--- src/rtl/pll_reconfig_gen.sv ---
// pll_reconfig_gen: counter-based output stage for the PLL/MMCM models.
// Divides the VCO clock into CHANNELS outputs, each with its own divide,
// high time and phase offset. Accepts runtime reconfiguration over a
// valid/ready handshake and re-aligns every channel after each change.
module pll_reconfig_gen #(
    parameter int CHANNELS       = 6,
    parameter int CNT_W          = 8,
    parameter int DEFAULT_DIVIDE = 4,
    parameter int LOCK_CYCLES    = 16,
    localparam int SEL_W         = (CHANNELS > 1) ? $clog2(CHANNELS) : 1
) (
    input  logic                clk,
    input  logic                RST,
    input  logic                PWRDWN,
    input  logic                cfg_valid,
    output logic                cfg_ready,
    input  logic [SEL_W-1:0]    cfg_sel,
    input  logic [CNT_W-1:0]    cfg_divide,
    input  logic [CNT_W-1:0]    cfg_high,
    input  logic [CNT_W-1:0]    cfg_phase,
    output logic                cfg_err,
    output logic [CHANNELS-1:0] clk_out,
    output logic                LOCKED
);

    localparam logic [1:0] S_ALIGN    = 2'd0;
    localparam logic [1:0] S_RUN_WAIT = 2'd1;
    localparam logic [1:0] S_LOCKED   = 2'd2;
    localparam logic [1:0] S_DOWN     = 2'd3;

    localparam int LK_W = $clog2(LOCK_CYCLES + 1);

    localparam logic [CNT_W-1:0] DEF_DIV  = CNT_W'(DEFAULT_DIVIDE);
    localparam logic [CNT_W-1:0] DEF_HIGH = CNT_W'(DEFAULT_DIVIDE / 2);

    logic [1:0]          r_state;
    logic [LK_W-1:0]     r_lock_cnt;
    logic                r_err;

    logic [CNT_W-1:0]    r_div    [CHANNELS];
    logic [CNT_W-1:0]    r_high   [CHANNELS];
    logic [CNT_W-1:0]    r_phase  [CHANNELS];
    logic [CNT_W-1:0]    r_delay  [CHANNELS];
    logic [CNT_W-1:0]    r_period [CHANNELS];
    logic [CHANNELS-1:0] r_clk;

    logic                w_run;
    logic                w_ready;
    logic                w_xfer;
    logic                w_cfg_ok;
    logic                w_accept;
    logic                w_reject;
    logic [31:0]         w_sel_ext;

    // Handshake and request validation. cfg_ready depends only on state,
    // RST and PWRDWN, never on cfg_* inputs.
    assign w_run     = (r_state == S_RUN_WAIT) || (r_state == S_LOCKED);
    assign w_ready   = w_run && !PWRDWN && !RST;
    assign w_xfer    = cfg_valid && w_ready;
    assign w_sel_ext = 32'(cfg_sel);
    assign w_cfg_ok  = (cfg_divide >= CNT_W'(2)) &&
                       (cfg_high   >= CNT_W'(1)) &&
                       (cfg_high   <  cfg_divide) &&
                       (cfg_phase  <  cfg_divide) &&
                       (w_sel_ext  <  32'(CHANNELS));
    assign w_accept  = w_xfer && w_cfg_ok;
    assign w_reject  = w_xfer && !w_cfg_ok;

    assign cfg_ready = w_ready;
    assign cfg_err   = r_err;
    assign clk_out   = r_clk;
    assign LOCKED    = (r_state == S_LOCKED);

    // Lock FSM, saturating lock counter and the one-cycle reject pulse.
    always_ff @(posedge clk) begin
        if (RST) begin
            r_state    <= S_ALIGN;
            r_lock_cnt <= '0;
            r_err      <= 1'b0;
        end else if (PWRDWN) begin
            r_state    <= S_DOWN;
            r_err      <= 1'b0;
        end else begin
            r_err <= w_reject;
            case (r_state)
                S_ALIGN: begin
                    r_state    <= S_RUN_WAIT;
                    r_lock_cnt <= '0;
                end
                S_RUN_WAIT: begin
                    if (w_accept) begin
                        r_state <= S_ALIGN;
                    end else if (r_lock_cnt >= LK_W'(LOCK_CYCLES - 1)) begin
                        r_state <= S_LOCKED;
                    end
                    if (r_lock_cnt != LK_W'(LOCK_CYCLES)) begin
                        r_lock_cnt <= r_lock_cnt + 1'b1;
                    end
                end
                S_LOCKED: begin
                    if (w_accept) begin
                        r_state <= S_ALIGN;
                    end
                end
                S_DOWN: begin
                    r_state <= S_ALIGN;
                end
                default: begin
                    r_state <= S_ALIGN;
                end
            endcase
        end
    end

    // Per-channel configuration registers; persist through power-down.
    always_ff @(posedge clk) begin
        for (int unsigned ch = 0; ch < CHANNELS; ch++) begin
            if (RST) begin
                r_div[ch]   <= DEF_DIV;
                r_high[ch]  <= DEF_HIGH;
                r_phase[ch] <= '0;
            end else if (w_accept && (w_sel_ext == ch)) begin
                r_div[ch]   <= cfg_divide;
                r_high[ch]  <= cfg_high;
                r_phase[ch] <= cfg_phase;
            end
        end
    end

    // Channel counters and registered outputs. On an accept the outputs are
    // parked low and the counters wait for ALIGN so every channel restarts
    // on the same cycle.
    always_ff @(posedge clk) begin
        for (int unsigned ch = 0; ch < CHANNELS; ch++) begin
            if (RST) begin
                r_delay[ch]  <= '0;
                r_period[ch] <= '0;
                r_clk[ch]    <= 1'b0;
            end else if (PWRDWN || (r_state == S_DOWN)) begin
                r_clk[ch]    <= 1'b0;
            end else if (r_state == S_ALIGN) begin
                r_delay[ch]  <= r_phase[ch];
                r_period[ch] <= '0;
                r_clk[ch]    <= 1'b0;
            end else if (w_accept) begin
                r_clk[ch]    <= 1'b0;
            end else begin
                r_clk[ch] <= (r_delay[ch] == '0) && (r_period[ch] < r_high[ch]);
                if (r_delay[ch] != '0) begin
                    r_delay[ch]  <= r_delay[ch] - 1'b1;
                    r_period[ch] <= '0;
                end else if (r_period[ch] == r_div[ch] - 1'b1) begin
                    r_period[ch] <= '0;
                end else begin
                    r_period[ch] <= r_period[ch] + 1'b1;
                end
            end
        end
    end

endmodule

--- config.mk ---
export PLATFORM = sky130hd
export DESIGN_NAME = pll_reconfig_gen
export DESIGN_NICKNAME = d
export VERILOG_FILES = /design/src/rtl/pll_reconfig_gen.sv
export SDC_FILE = /design/constraint.sdc
export NUM_CORES = 1
export LEC_CHECK = 0
export BUFFER_PORTS_ARGS = -buffer_cell sky130_fd_sc_hd__buf_2
export CAP_MARGIN = 10
export CELL_PAD_IN_SITES_DETAIL_PLACEMENT = 0
export CELL_PAD_IN_SITES_GLOBAL_PLACEMENT = 2
export CORE_MARGIN = 10
export CORE_UTILIZATION = 48
export CTS_BUF_LIST = sky130_fd_sc_hd__clkbuf_4
export DETAILED_ROUTE_END_ITERATION = 7
export GPL_ROUTABILITY_DRIVEN = 0
export HOLD_SLACK_MARGIN = 0.1
export PLACE_DENSITY_LB_ADDON = 0.12
export RECOVER_POWER = 100
export SLEW_MARGIN = 10
export SYNTH_ARGS = -nofsm -noshare
export SYNTH_HDL_FRONTEND = slang
export SYNTH_SLANG_ARGS = --single-unit
--- constraint.sdc ---
create_clock -name clk -period 6.9 [get_ports clk]
set_clock_uncertainty 0.2 [all_clocks]
set_input_delay 0.345 -clock clk [delete_from_list [all_inputs] [get_ports clk]]
set_output_delay 0.345 -clock clk [all_outputs]
set_load 0.03 [all_outputs]
==> metrics.md <==
| Metric | Value |
|---|---|
| Vias in the first global route | 9718 |
| Worst EP arrival | 5.32 ns |
| Critical path class | in2reg |
| Power density over the cells | 234 nW/um2 |
| Vias/cell | roughly 5.3 |
| Initial antenna violation count | 2 |
| Multi-input logic area | 6050 um2 |
| Max_slew headroom | -20.2% |
| HP Class | reg2reg |
| Hold WS | between 0.3 and 0.4 ns |
| Crit. End Element | flip-flop |
| Sink Count | between 200 and 300 |
| Post-Syn Instances | 1279 |
| Synthesized area | around 14000 um2 |
| IO buf count | 39 |
| Final min period | 5.29 ns |
| Layout area overhead | 12.5% |
| Placed inst area | 14600 um2 |
| Total gr overflow | 0 |
| RSZ-0062 raised after global routing | false |
| Unique masters post-synth | 54 |
| Final Total Pwr | 3.70 mW |
| Total number of vias | 9707 |
| Drt total wl | 34800 um |
| Global-route usage over all layers | about a fifth |
| H-tree levels | 3 |
| Final Max Tran Viols | 75 |
| Final Hold Viols | 0 |
| Final Cycle Share | 76.6% |
| Largest net degree at the start of global routing | 49 |
| DIE AREA | 36500 um2 |
| Maximum VDD drop | 0.134 mV |
| Syn_nets | about 1400 |
| Reg clk slew, reported paths | 0.07 ns |
| Final setup fails | 0 |
| Worst setup SP type | input port |
| Die Wd | roughly 190 um |
| CTS buffer count | 70 |
| Max Fclk | 189 MHz |
| Crit Path Max Fanout | 25 |
| Clk buf depth | 3 |
| Post-synthesis mux area share | 0.0713% |
| Placed cell count | 1673 |
| Max-cap viol count | 3 |
| Layout cell share with drive strength beyond 1 | 11.1% |
| Final instance area | 15800 um2 |
| Yosys warning count | 0 |
| Post-Synth Adder-Cell Area | 7.76% |
| Final core occ | 54.9% |
| Final Non-Filler Cells | 1829 |
| First-pass GRT wire length | between 50000 and 60000 um |
| Final WS setup | 1.61 ns |
| Area share of xor/xnor cells in the synthesized design | 7.99% |
| Post-CTS Resized | 0 |
| Clk_lat worst skew | slightly below 0.7 ns |
| Seq cells post-synth | around 250 |
| Synth Area in Compound Gates | 7.60% |
| Mean Syn Cell Area | around 11 um2 |
| Status | finished, violations left |
| Register area | 7490 um2 |
| # hold bufs at CTS | 31 |
| Residual DRC count | 0 |
| Number of fill cells in the layout | between 2000 and 3000 |
| Post-DRT Antenna Nets | 0 |
| Nets | 1510 |
| Row count | 62 |
| Worst EP required | 6.93 ns |
| Post-synth EDFFs | 240 |
| Simple-Gate Fraction of Synth Area | 19.7% |
| Setup TNS | 0 ns |
| Post-DP HPWL | 23600 um |
| Worst-Margin Slew | 1.80 ns |
| Num ports | 40 |
| DIE HEIGHT | around 190 um |
| Seq/Total Area, Yosys | 53.3% |
| Failing checks | max-capacitance violations, max-slew violations |
| Root buffer cell | clkbuf_4 |
| CTS tree | yes |
| Initial core utilization | just under 50% |
| Most used DFF post-synth | edfxtp_1 |
| LEAKAGE | 6.20 nW |
| Drt pass-1 iters | 4 |
| Pre-CTS setup slack | 2.59 ns |
| FFs w/ async S/R, synth | 0% |
| Drt wl/cell | 19.0 um |
| Main combinational cell family by area after synthesis | simple AND/OR/NAND/NOR gates |
| Starting DRC count in detailed routing | 619 |
| Setup bufs post-CTS | 0 |
| Core box area | 28800 um2 |
-- routing by layer --
layer / track usage, % / vias to the layer above / share of wire, %
met2: 30.9 / 241 / 47
li1: - / 4786 / -
met1: 25.7 / 4618 / 46
met4: 6.84 / 0 / 2.3
met5: 0 / - / 0
met3: 3.75 / 62 / 4.9
-- cell families after synthesis --
kind of cell,Yosys count
AO/OA/AOI/OAI,167
AND/OR/NAND/NOR,515
buffers and inverters,127
XOR/XNOR,128
flip-flops,254
multiplexers,1
adder cells (fa/ha/maj),87
-- placed cells by master (no fill, tap or decap), types with 4 or more instances in the layout --
cell type      count
a211o_1            7
a211oi_1           7
a21o_1            26
a21oi_1           25
a31oi_1            7
and2_0           100
and2_1            32
and3_1            16
buf_2             29
clkbuf_1          12
clkbuf_4         108
clkinv_1           9
dfxtp_1           14
dlygate4sd3_1     31
edfxtp_1         240
ha_1              87
inv_1             94
inv_2              4
nand2_1          101
nand2b_1          20
nand3_1           37
nand3b_1           9
nand4_1           16
nor2_1            91
nor2b_1            9
nor3_1            34
nor4_1            15
o2111ai_1          6
o211ai_1           4
o21ai_0           61
o21bai_1           8
or2_2              4
or3b_2             4
xnor2_1           69
xor2_1            59
-- registers in the layout, summed over array words and instances (netlist names) --
signal / flops
r_delay: 48
r_div: 48
r_high: 48
r_period: 48
r_phase: 48
clk_out: 6
r_lock_cnt: 5
r_state: 2
cfg_err: 1
-- power breakdown --
| group | switching [mW] | leakage (nW) | total [mW] | internal [mW] |
|---|---|---|---|---|
| combinational | 0.253 | 3.07 | 0.432 | 0.179 |
| clock | 0.627 | 0.542 | 1.38 | 0.749 |
| sequential | 0.0980 | 2.59 | 1.89 | 1.79 |
-- synth_stat cells, drive strengths merged, types with 6 or more instances --
cell	n	area [um2]
xor2	59	517
a21o	26	195
a211o	7	61.3
xnor2	69	604
nor3	34	170
a21oi	25	125
nand2	101	379
a31oi	7	43.8
ha	87	1090
nand4	16	100
nor2b	9	56.3
clkbuf	30	120
o21ai	61	305
or2	7	43.8
inv	94	353
edfxtp	240	7210
nand3b	9	67.6
nand3	37	185
o21bai	8	60.1
nor4	19	179
and2	132	826
nor2	92	345
and3	16	100
nand2b	20	125
o2111ai	6	52.6
a211oi	7	52.6
dfxtp	14	280
-- path summary, 6_finish.rpt --
check	slack (ns)	cells after the start	end	from
hold reg to reg	0.30	2	r_delay[2][6]$_DFFE_PP_	r_phase[2][6]$_SDFFCE_PN0P_
setup reg to reg	1.84	8	r_high[0][5]$_SDFFCE_PN0P_	r_state[0]$_SDFFE_PP0P_
hold / removal	0.30	2	r_delay[2][6]$_DFFE_PP_	r_phase[2][6]$_SDFFCE_PN0P_
setup / recovery	1.61	10	r_high[0][5]$_SDFFCE_PN0P_	cfg_divide[7]
-- critical path, stage by stage --
cell	delay (ns)
dlygate4sd3_1	0.51
buf_2	0.21
inv_1	0.10
ha_1	0.32
a211o_1	0.30
a221o_1	0.28
a311o_1	0.29
or3_1	0.87
nor4_4	0.85
or2_0	1.24
-- area by class of cell --
class | count | area share [%]
repair buffers | 74 | 3.26
multi-input cells | 898 | 38.3
clock inverters | 16 | 0.594
clock buffers | 108 | 5.13
inverters | 94 | 2.23
well taps | 384 | 3.04
diodes | 1 | 0.0158
flip-flops and latches | 254 | 47.4
(Power assumes the default switching activity.)
